## src/rtl/red_pkg.sv

```systemverilog
// Shared types and default sizing for the red core program sequencer.
package red_pkg;
    localparam int RED_ADDR_W   = 8;
    localparam int RED_DATA_W   = 16;
    localparam int RED_RESET_PC = 0;

    typedef enum logic [1:0] {
        IDLE  = 2'd0,
        FETCH = 2'd1,
        HOLD  = 2'd2,
        HALT  = 2'd3
    } seq_state_t;
endpackage

```

## src/rtl/red_ret_stack.sv

```systemverilog
// Small LIFO of return addresses; push is ignored when full, pop when empty.
module red_ret_stack #(
    parameter int ADDR_W = 8,
    parameter int DEPTH  = 4
) (
    input  logic              clk,
    input  logic              rst_n,
    input  logic              i_push,
    input  logic              i_pop,
    input  logic [ADDR_W-1:0] i_push_data,
    output logic [ADDR_W-1:0] o_top,
    output logic              o_full,
    output logic              o_empty
);
    localparam int CW = $clog2(DEPTH) + 1;

    logic [ADDR_W-1:0] r_mem [DEPTH];
    logic [CW-1:0]     r_cnt;
    logic [CW-2:0]     w_wr_idx;
    logic [CW-2:0]     w_top_idx;

    assign w_wr_idx  = r_cnt[CW-2:0];
    assign w_top_idx = r_cnt[CW-2:0] - 1'b1;
    assign o_full    = (r_cnt == CW'(DEPTH));
    assign o_empty   = (r_cnt == '0);
    assign o_top     = r_mem[w_top_idx];

    always_ff @(posedge clk or negedge rst_n) begin
        if (!rst_n) begin
            r_cnt <= '0;
        end else if (i_push && !o_full) begin
            r_cnt <= r_cnt + 1'b1;
        end else if (i_pop && !o_empty) begin
            r_cnt <= r_cnt - 1'b1;
        end
    end

    // Entry storage needs no reset: the count alone defines what is valid.
    always_ff @(posedge clk) begin
        if (i_push && !o_full) r_mem[w_wr_idx] <= i_push_data;
    end
endmodule

```

## src/rtl/red_seq.sv

```systemverilog
// Program sequencer: PC, ROM fetch handshake, opcode hand-off and return stack.
module red_seq
    import red_pkg::*;
#(
    parameter int ADDR_W      = RED_ADDR_W,
    parameter int DATA_W      = RED_DATA_W,
    parameter int STACK_DEPTH = 4,
    parameter int RESET_PC    = RED_RESET_PC
) (
    input  logic              clk,
    input  logic              rst_n,
    input  logic              en,
    input  logic              run,
    output logic              rom_req,
    output logic [ADDR_W-1:0] rom_addr,
    input  logic              rom_ack,
    input  logic [DATA_W-1:0] rom_data,
    output logic              op_valid,
    output logic [DATA_W-1:0] op_data,
    input  logic              op_ready,
    input  logic              br_req,
    input  logic              call_req,
    input  logic              ret_req,
    input  logic              halt_req,
    input  logic [ADDR_W-1:0] br_target,
    output logic [1:0]        state,
    output logic              stack_err
);
    seq_state_t        r_state;
    logic [ADDR_W-1:0] r_pc;
    logic [DATA_W-1:0] r_op;
    logic              r_rom_req;
    logic              r_op_valid;
    logic              r_stack_err;

    logic              w_accept;
    logic [ADDR_W-1:0] w_pc_inc;
    logic              w_push;
    logic              w_pop;
    logic [ADDR_W-1:0] w_top;
    logic              w_full;
    logic              w_empty;

    assign w_accept = en && r_op_valid && op_ready;
    assign w_pc_inc = r_pc + 1'b1;
    // Stack side effects follow the same priority as the next-PC mux.
    assign w_pop    = w_accept && !halt_req && ret_req && !w_empty;
    assign w_push   = w_accept && !halt_req && !ret_req && call_req && !w_full;

    red_ret_stack #(
        .ADDR_W (ADDR_W),
        .DEPTH  (STACK_DEPTH)
    ) u_stack (
        .clk         (clk),
        .rst_n       (rst_n),
        .i_push      (w_push),
        .i_pop       (w_pop),
        .i_push_data (w_pc_inc),
        .o_top       (w_top),
        .o_full      (w_full),
        .o_empty     (w_empty)
    );

    always_ff @(posedge clk or negedge rst_n) begin
        if (!rst_n) begin
            r_state     <= IDLE;
            r_pc        <= ADDR_W'(RESET_PC);
            r_op        <= '0;
            r_rom_req   <= 1'b0;
            r_op_valid  <= 1'b0;
            r_stack_err <= 1'b0;
        end else if (en) begin
            case (r_state)
                IDLE, HALT: begin
                    if (run) begin
                        r_state   <= FETCH;
                        r_rom_req <= 1'b1;
                    end
                end
                FETCH: begin
                    if (rom_ack) begin
                        r_op       <= rom_data;
                        r_rom_req  <= 1'b0;
                        r_op_valid <= 1'b1;
                        r_state    <= HOLD;
                    end
                end
                HOLD: begin
                    if (w_accept) begin
                        r_op_valid <= 1'b0;
                        r_rom_req  <= 1'b1;
                        r_state    <= FETCH;
                        if (halt_req) begin
                            r_pc      <= w_pc_inc;
                            r_rom_req <= 1'b0;
                            r_state   <= HALT;
                        end else if (ret_req) begin
                            if (!w_empty) begin
                                r_pc <= w_top;
                            end else begin
                                r_stack_err <= 1'b1;
                                r_pc        <= w_pc_inc;
                                r_rom_req   <= 1'b0;
                                r_state     <= HALT;
                            end
                        end else if (call_req) begin
                            if (w_full) r_stack_err <= 1'b1;
                            r_pc <= br_target;
                        end else if (br_req) begin
                            r_pc <= br_target;
                        end else begin
                            r_pc <= w_pc_inc;
                        end
                    end
                end
                default: r_state <= IDLE;
            endcase
        end
    end

    assign rom_req   = r_rom_req;
    assign rom_addr  = r_pc;
    assign op_valid  = r_op_valid;
    assign op_data   = r_op;
    assign state     = r_state;
    assign stack_err = r_stack_err;
endmodule
```

## config.mk

```make
export PLATFORM = sky130hd
export DESIGN_NAME = red_seq
export DESIGN_NICKNAME = d
export VERILOG_FILES = /design/src/rtl/red_pkg.sv /design/src/rtl/red_ret_stack.sv /design/src/rtl/red_seq.sv
export SDC_FILE = /design/constraint.sdc
export NUM_CORES = 1
export LEC_CHECK = 0
export CELL_PAD_IN_SITES_DETAIL_PLACEMENT = 0
export CELL_PAD_IN_SITES_GLOBAL_PLACEMENT = 2
export CORE_UTILIZATION = 31
export DETAILED_ROUTE_END_ITERATION = 6
export PLACE_DENSITY = 0.87
export SLEW_MARGIN = 20
export SYNTH_ARGS = -nofsm -noshare
export SYNTH_HDL_FRONTEND = slang
export SYNTH_SLANG_ARGS = --single-unit
```

## constraint.sdc

```tcl
create_clock -name clk -period 2.5 [get_ports clk]
set_input_delay 0.25 -clock clk [delete_from_list [all_inputs] [get_ports clk]]
set_output_delay 0.25 -clock clk [all_outputs]
set_load 0.05 [all_outputs]
```

Word level (Yosys, flattened, before mapping)
Memory sizes are Yosys's and may differ from the RTL's. Index checks and enable logic that the tools add are counted.

Memory bits (writable): 32. Output and inout port bits: 29. Word-level logic and storage cells: 77. Register bits: 32. Memories: 1. Input bits: 34.

Memory list: u_stack.r_mem (words 4, bits a word 8, rd ports 1, clocked after Yosys merged registers in 0, wr ports 1, line red_ret_stack.sv:17) `logic [ADDR_W-1:0] r_mem [DEPTH];`.

Reduce and logical (&&, ||, !) cells: 26. Bitwise logic cells: 1. Muxes and demuxes: 30. Add/subtract/negate cells: 4. Equality and inequality tests: 8.

Operator list (count): 8-bit 2-to-1 mux (5); 1-bit 2-to-1 mux (14); 2-bit 2-to-1 mux (6); 1-bit logical AND (10); 8-bit by 1-bit adder with 8-bit output, second input constant (1); 4-bit AND reduction (2); 2-bit nonzero test (4); 7-bit AND reduction (1); 3-bit 2-to-1 mux (2); 2-bit inequality test, second input constant (3); 2-bit case mux with 3 select lines (1); 3-bit AND reduction (2); 2-bit equality test, second input constant (2); 1-bit zero test (4); 3-bit by 1-bit adder with 3-bit output, second input constant (1); 3-bit equality test, second input constant (1); 3-bit zero test (1); 1-bit case mux with 3 select lines (1); 3-bit by 1-bit subtractor with 3-bit output, second input constant (1); 2-bit by 1-bit equality test with 1-bit output, second input constant (1); 2-bit zero test (1); 2-bit by 1-bit inequality test with 1-bit output, second input constant (1); 1-bit case mux with 2 select lines (1); 2-bit OR reduction (1); 2 further kinds (2).

Longest topological paths before layout
Depth in word-level cells: 9. Gate-level depth with buffers: 9. Depth with buffers taken out: 8.

Hierarchy
From an unflattened synthesis, not the netlist that was laid out.

Cells, all modules: 206. Area total of the unflattened synthesis: 2985.4 µm².

Modules (own cells, without submodules): red_seq (seq. area each 725.7 µm², area each 1535.2 µm², times used 1, cells an instance 134); red_ret_stack (seq. area each 1036.0 µm², area each 1450.1 µm², times used 1, cells an instance 72).

Worst setup path after synthesis
No wires, ideal clock.

Kind: register to register. Start: reg u_stack.r_cnt[0]. End: reg u_stack.r_cnt[2]. Buffers on the path: 1. Setup time: 0.127 ns. Period minus slack after synthesis: 2.543 ns. Setup slack: -0.043 ns. Required time: 2.373 ns. Arrival time: 2.416 ns. Cell stages (with the launch flop): 10. Cell sequence: dfrtp_1 -> buf_2 -> inv_1 -> ha_1 -> a2111oi_4 -> inv_2 -> fa_1 -> nor4_1 -> a21oi_1 -> xnor2_1.

Longest elaborated chain between the ends: 5. Elaborated cells on any way between the ends: 13. Classes of those cells: 2 x add/sub; 1 x eq/ne; 2 x mux; 8 x reduce/logical.

Ends and longest elaborated chain: start, declared (line red_ret_stack.sv:18) `logic [CW-1:0] r_cnt;`; start signal, assigned (line red_ret_stack.sv:32) `r_cnt <= r_cnt + 1'b1;`; start signal, assigned (line red_ret_stack.sv:34) `r_cnt <= r_cnt - 1'b1;`; parallel branches: the longest is 5 deep, another holds 3-bit by 1-bit subtractor with 3-bit output.

Several ways; the timed one is not identified. The select of a mux whose other input is x is not followed. A chain may end at the register's enable or synchronous reset.

Final worst setup path
Start: reg u_stack.r_cnt[1]. End: reg u_stack.r_cnt[2].

Same word-level chain as after synthesis.

==> results.sh <==
export IMPL_cap_violations=0
export IMPL_grt_pass1_vias=2167
export IMPL_cp_required_ns=2.70
export IMPL_synth_mux_area_frac=0.1421
export IMPL_grt_pass1_wl_um=10610
export IMPL_syn_num_nets=256
export IMPL_vdd_ir_drop_max_mv=0.7561
export IMPL_synth_top_family_by_area="multiplexers"
export IMPL_avgSynthCellArea_um2=14.01
export IMPL_wl_um=6341
export IMPL_synthXorXnorAreaFrac=0.02055
export IMPL_cts_resized_gates=0
export IMPL_via_per_inst=4.820
export IMPL_period_share=0.9077
export IMPL_synth_ff_latch_count=64
export IMPL_start_util=0.3214
export IMPL_tightestPinTransition_ns=0.6804
export IMPL_hold_buffers=0
export IMPL_fin_util=0.4311
export IMPL_drt_pass1_iter_count=4
export IMPL_ys_types=42
export IMPL_cts_inserted_buffers=9
export IMPL_crit_type="flip-flop to flip-flop"
export IMPL_diodes=0
export IMPL_drtAntennaViolNets=0
export IMPL_synth_async_reset_ratio=0.5000
export IMPL_crit_slowest_cell="dfrtp_1"
export IMPL_max_freq_mhz=440.7
export IMPL_worstPathMaxFanout=5
export IMPL_dr_total_vias=2039
export IMPL_port_buffers=62
export IMPL_cts_sinks=64
export IMPL_max_slew_margin_rel=0.5422
export IMPL_reg2reg_slack_ns=0.23
export IMPL_crit_path_start_kind="flip-flop"
export IMPL_dp_cells=407
export IMPL_instances_no_fill=423
export IMPL_path_cells="inv_1 -> ha_1 -> a2111oi_4 -> inv_2 -> fa_1 -> nor4_1 -> a21oi_1 -> xnor2_1"
export IMPL_layout_commonest_cell="clkdlybuf4s50_1"
export IMPL_cts_tree="built"
export IMPL_rsz0062_at_grt="no"
export IMPL_stdcell_area_mm2=0.004003
export IMPL_post_dp_hpwl_um=4771
export IMPL_maxSlewViolCount=0
export IMPL_totalPowerFinal_mw=4.969
export IMPL_cpPeakStageDelay_ns=0.44
export IMPL_antenna_found_initial=0
export IMPL_reg2reg_from="u_stack.r_cnt[1]"
export IMPL_fillers=901
export IMPL_power_density_mw_per_mm2=1241
export IMPL_ys_seq_area_frac=0.5904
export IMPL_reg2reg_depth=8
export IMPL_cts_path_max_buffers=2
export IMPL_p_seq_frac=0.338
export IMPL_cts_root_buffer="clkbuf_8"
export IMPL_rows=35
export IMPL_synth_fa_ha_area_frac=0.04025
export IMPL_placed_area_mm2=0.003816
export IMPL_path_buf_inv=2
export IMPL_p_comb_frac=0.494
export IMPL_die_area_mm2=0.01002
export IMPL_holdCritPathClass="input port to async pin"
export IMPL_layout_nets=332
export IMPL_p_leak_nw=1.548
export IMPL_period_minus_slack_ns=2.269
export IMPL_grt_max_degree=33
export IMPL_ys_warn_count=0
export IMPL_layout_drive_gt1_share=0.1939
export IMPL_first_iter_violations=108
export IMPL_synth_simple_area_share=0.07841
export IMPL_most_common_layout_cells="clkdlybuf4s50_1 (62), dfrtp_1 (32), edfxtp_1 (32)"
export IMPL_cp_arrival_ns=2.47
export IMPL_synth_compound_area_frac=0.09979
export IMPL_post_cts_setup_buffer_count=0
export IMPL_p_clk_frac=0.168
export IMPL_ys_flop_type="edfxtp_1"
export IMPL_swShare=0.4210
export IMPL_tns_ns=0
export IMPL_p_switching_mw=2.092
export IMPL_grt_overflow_total=0
export IMPL_cts_htree_levels=3
export IMPL_syn_inst=213
export IMPL_grt_usage=0.1394
export IMPL_clkTransAtPathRegs_ns=0.07
export IMPL_die_h_um=100.1
export IMPL_drcViolationCount=0
export IMPL_cp_end_kind="flip-flop"
export IMPL_clock_latency_ns=0.33
export IMPL_setup_viol=0
export IMPL_worst_clock_skew_ns=0.006239
export IMPL_die_w_um=100.1
export IMPL_io_pins=63
export IMPL_area_growth_pct=34.13
export IMPL_synth_area_mm2=0.002984
export IMPL_core_mm2=0.009284
export IMPL_r2r_end="u_stack.r_cnt[2]"
export IMPL_wl_per_cell_um=14.99
export IMPL_critPathTopFamily="adder cells"
export IMPL_hold_viol=0
export IMPL_p_int_mw=2.877
export IMPL_synth_edff_count=32
export IMPL_gp_congestion=0.7914
export IMPL_outcome="finished clean"
per-stage QoR:
stage                     setup WS (ns)  hold slack, ns
final                            0.2307          0.3244
after floorplan                 0.04689        -0.04559
after global routing             0.1564          0.3681
after detailed placement         0.1257          0.4622
after global placement           0.1758          0.4636
after CTS                        0.2234          0.3209
power by group through the flow:
| stage | combinational, mW | sequential, mW | clock (mW) |
|---|---|---|---|
| after detailed placement | 2.46 | 1.70 | 0 |
| after global routing | 2.62 | 1.73 | 0.911 |
| after CTS | 2.47 | 1.69 | 0.861 |
| after global placement | 2.45 | 1.69 | 0 |
| after floorplan | 0.884 | 2.46 | 0 |
| final | 2.45 | 1.68 | 0.835 |
layout make-up:
type,instances,area (um^2),share of cell area
sequential,64,1762,0.4401
multi-input combinational,127,1137,0.2842
timing repair buffer,73,703.2,0.1757
tap,129,161.4,0.04033
clock buffer,9,123.9,0.03095
clock inverter,7,62.56,0.01563
inverter,14,52.55,0.01313
flip-flops by register name, indices dropped and copies added (netlist names):
register	count
rom_req	1
op_valid	1
u_stack.r_mem	32
rom_addr	8
state	2
op_data	16
u_stack.r_cnt	3
stack_err	1
cells in the mapped netlist (all sizes together), types with 3 or more instances:
cell     count  area (um^2)
mux2i        3        30.03
clkbuf       6        22.52
a22o         3        26.28
edfxtp      32        960.9
nand2        5        18.77
nand3        9        50.05
dfrtp       32        800.8
a22oi        4        30.03
xnor2        5        43.79
and3         5        31.28
a221oi       5        43.79
nor2b        3        18.77
nand2b       3        18.77
mux4         8        180.2
inv         14        52.55
ha           8        100.1
and2         6        37.54
a21oi        7        35.03
o21ai        5        25.02
o2bb2ai      3        26.28
mux2        19        214.0
nor2         6        22.52
cells by family after synthesis:
group | after synthesis
buffers and inverters | 22
AO/OA/AOI/OAI | 38
AND/OR/NAND/NOR | 43
adder cells (fa/ha/maj) | 9
flip-flops | 64
multiplexers | 30
XOR/XNOR | 7
per-layer routing:
layer / global-route usage / wire length (um)
met3: 0.04457 / 487
met1: 0.1724 / 2747
met5: 0 / 0
met2: 0.2180 / 3002
met4: 0.07469 / 104
how the worst max path moves through the flow:
stage,from,to,slack (ns),depth (start not counted)
2_1_floorplan,u_stack.r_cnt[0],u_stack.r_cnt[2],0.05,9
3_3_place_gp,op_ready,u_stack.r_cnt[2],0.18,8
6_report,u_stack.r_cnt[1],u_stack.r_cnt[2],0.23,8
3_5_place_dp,op_ready,u_stack.r_cnt[2],0.13,8
5_1_grt,u_stack.r_cnt[1],u_stack.r_cnt[2],0.16,8
4_1_cts,u_stack.r_cnt[1],u_stack.r_cnt[2],0.22,8
Power figures use the tool's default switching activity.
==> RTL edit 1, RTL diff (same settings) <==
Register the input `br_target` before use. The logic sees it one clock later. The other inputs are not delayed to match.
--- a/src/rtl/red_seq.sv
+++ b/src/rtl/red_seq.sv
@@ -28,2 +28,9 @@
 );
+
+    logic [ADDR_W-1:0] br_target_q;
+
+    always_ff @(posedge clk) begin
+        br_target_q <= br_target;
+    end
+
     seq_state_t        r_state;
@@ -107,5 +114,5 @@
                             if (w_full) r_stack_err <= 1'b1;
-                            r_pc <= br_target;
+                            r_pc <= br_target_q;
                         end else if (br_req) begin
-                            r_pc <= br_target;
+                            r_pc <= br_target_q;
                         end else begin
Function: changed (Yosys sat finds a counterexample within 4 cycles, from zero or initial values and one cycle with rst_n low).
==> RTL edit 1 against the original RTL <==
Setup slack improved by 110 ps; synthesized area increased by 3.4%; largest cell class unchanged; cell area increased by 3.9%; sequential cell count increased by 8; maximum frequency increased by 4.9%; routed wire length decreased by 0.98%; total power increased by 6.8%.
==> RTL edit 1: results (changes against the original RTL) <==
Net Count, Synth=257 (was 256); met2 usage=23.0% (was 21.8%); metal3 WL=318 µm (was 487 µm); status=completed (unchanged); post-DP HPWL=4.74 mm (was 4.77 mm); Max-slew headroom=62.9% (was 54.2%); EDFF count, synth=32 (unchanged); first-pass GRT wire length=10.2 mm (was 10.6 mm); R2R setup slack=340 ps (was 230 ps); ranking of synthesized cells by area=edfxtp_1 31%, dfrtp_1 26%, mux2_2 6.2%, mux4_2 5.8%, dfxtp_1 5.2% (was edfxtp_1 32%, dfrtp_1 27%, mux2_2 6.8%, mux4_2 6.0%, ha_1 3.4%); Detailed Route WL=6.28 mm (was 6.34 mm); worst skew pair latency=350 ps (was 330 ps); peak supply drop=0.628 mV (was 0.756 mV); sequential power=1.81 mW (was 1.68 mW); GRT met3 Usage=5.31% (was 4.46%); vias per cell=4.71 (was 4.82); Critical Path AT=2390 ps (was 2470 ps); skew final=8.72 ps (was 6.24 ps); vias in the first global route=2090 (was 2167); Pleak=1.61 nW (was 1.55 nW); initial antenna violation count=0 (unchanged); Final #Nets=333 (was 332); Metal-1 WL=2.63 mm (was 2.75 mm); Post-Place Worst Slack=161 ps (was 126 ps); GR Util All Layers=13.2% (was 13.9%); switching share of power=39.8% (was 42.1%); FFs w/ async S/R, synth=44.4% (was 50.0%); crit path time final=2160 ps (was 2270 ps); share of layout cells above drive strength 1=19.0% (was 19.4%); DR WL met2=3.28 mm (was 3.00 mm); grt met1 use=15.2% (was 17.2%); Combinational Power Share=44.7% (was 49.4%)
==> RTL edit 1: cells by family (layout without fill, tap and decap cells) <==
family	after synthesis	in the layout	share of synthesized area (%)
mux	28	28	13.1
flops	72	72	62.3
xor+xnor	8	8	2.27
simple gates	45	45	7.82
compound gates	36	36	8.55
fa+ha+maj	9	9	3.89
buf+inv	16	97	2.15
==> RTL edit 1: area by class of cell <==
| cell class | instances | area (µm²) |
|---|---|---|
| clock buffer | 9 | 124 |
| clock inverter | 7 | 125 |
| fill | 933 | 5570 |
| inverter | 11 | 41.3 |
| multi-input combinational | 126 | 1100 |
| sequential | 72 | 1920 |
| tap | 133 | 166 |
| timing repair buffer | 70 | 681 |
==> RTL edit 1: stage by stage <==
step                      hold WS (ps)  instances  power (mW)
final                              306        428        5.31
after global routing               322        428        5.59
after CTS                          319        428        5.37
after detailed placement           484        412        4.23
after global placement             483        412        4.20
after floorplan                  -45.6        214        3.43
==> RTL edit 2, RTL diff (config.mk and constraints unchanged) <==
Without the edit above. `RED_ADDR_W`: 8 -> 10.
--- a/src/rtl/red_pkg.sv
+++ b/src/rtl/red_pkg.sv
@@ -2,3 +2,3 @@
 package red_pkg;
-    localparam int RED_ADDR_W   = 8;
+    localparam int RED_ADDR_W   = 10;
     localparam int RED_DATA_W   = 16;
Ports: changed (resized br_target and rom_addr); port bits go from 63 to 67. No check against the original RTL was run, so the function may have changed too.
==> RTL edit 2 against the original RTL <==
Total power increased by 20%; cell area increased by 19%; maximum frequency decreased by 3.0%; highest routed layer unchanged; clock power increased by 47%; via count increased by 23%; largest power group unchanged; synthesized area increased by 19%; final cell count increased by 17%; sequential cell count increased by 10; routed wire length increased by 35%; setup slack got worse by 71 ps.
==> RTL edit 2: results (changes against the original RTL) <==
status=completed (unchanged); peak supply drop=0.614 mV (was 0.756 mV); FFs w/ async S/R, synth=45.9% (was 50.0%); Detailed Route WL=8.58 mm (was 6.34 mm); gpl congestion=0.754 (was 0.791); Post-Synth XOR/XNOR Area=1.98% (was 2.05%); DR WL met2=4.20 mm (was 3.00 mm); Post-Synth Adder-Cell Area=3.39% (was 4.03%); vias in the first global route=2655 (was 2167); pin count of the biggest net entering global routing=35 (was 33); GR Util All Layers=15.7% (was 13.9%); Least-Margin Pin Slew=832 ps (was 680 ps); Critical Path AT=2550 ps (was 2470 ps); GRT met3 Usage=3.47% (was 4.46%); Metal-1 WL=3.77 mm (was 2.75 mm); metal3 WL=510 µm (was 487 µm); commonest cells in the netlist=40 x edfxtp_1, 34 x dfrtp_1, 16 x mux2_2, 15 x nand3_1, 13 x inv_1 (was 32 x dfrtp_1, 32 x edfxtp_1, 18 x mux2_2, 13 x inv_1); vias per cell=5.06 (was 4.82); CP peak stage delay=420 ps (was 440 ps); post-synthesis mux area share=12.0% (was 14.2%); met2 usage=25.8% (was 21.8%); Post-Place Worst Slack=72.2 ps (was 126 ps); Final #Nets=394 (was 332); max FFs per register=40 (was 32); post-DP HPWL=6.05 mm (was 4.77 mm); Pleak=1.79 nW (was 1.55 nW)
==> RTL edit 2: cell count changes in the layout (fill, tap and decap cells not counted), moves of 5 or more <==
cell       before  now
a221oi_1        5    0
buf_4          11   19
clkbuf_16       0    9
clkbuf_8        9    1
edfxtp_1       32   40
nand3_1         8   15
o21a_1          0    7
==> RTL edit 2: through the flow <==
step / hold WS (ps) / instance area, µm² / instances / power, mW / utilization, %
3_5_place_dp: 401 / 4470 / 478 / 4.79 / 40.7
6_report: 9.30 / 4760 / 494 / 5.98 / 43.3
5_1_grt: 77.9 / 4760 / 494 / 6.30 / 43.3
4_1_cts: 45.6 / 4760 / 494 / 6.04 / 43.3
3_3_place_gp: 400 / 4470 / 478 / 4.75 / 40.7
2_1_floorplan: -45.6 / 3550 / 264 / 3.84 / -
==> RTL edit 2: cell type report <==
type | instances | area (µm²) | area share (%)
inverter | 14 | 52.6 | 1.10
multi-input combinational | 165 | 1390 | 29.2
timing repair buffer | 85 | 798 | 16.8
clock inverter | 6 | 50.0 | 1.05
sequential | 74 | 2050 | 43.1
tap | 140 | 175 | 3.68
clock buffer | 10 | 239 | 5.02
==> RTL edit 2: power by group through the flow <==
stage	registers [mW]	logic (mW)	clock network (mW)
2_1_floorplan	2.77	1.06	0
3_3_place_gp	1.99	2.75	0
3_5_place_dp	2.01	2.78	0
4_1_cts	1.99	2.80	1.25
5_1_grt	2.04	2.96	1.30
6_report	1.98	2.77	1.23
==> RTL edit 2: worst max-delay path: cells and delay by family, from the launching register on <==
kind                     cells  cell delay [ps]
AND/OR/NAND/NOR              1              330
flip-flops                   1              420
XOR/XNOR                     1              130
buffers and inverters        2              180
AO/OA/AOI/OAI                2              510
adder cells (fa/ha/maj)      2              660
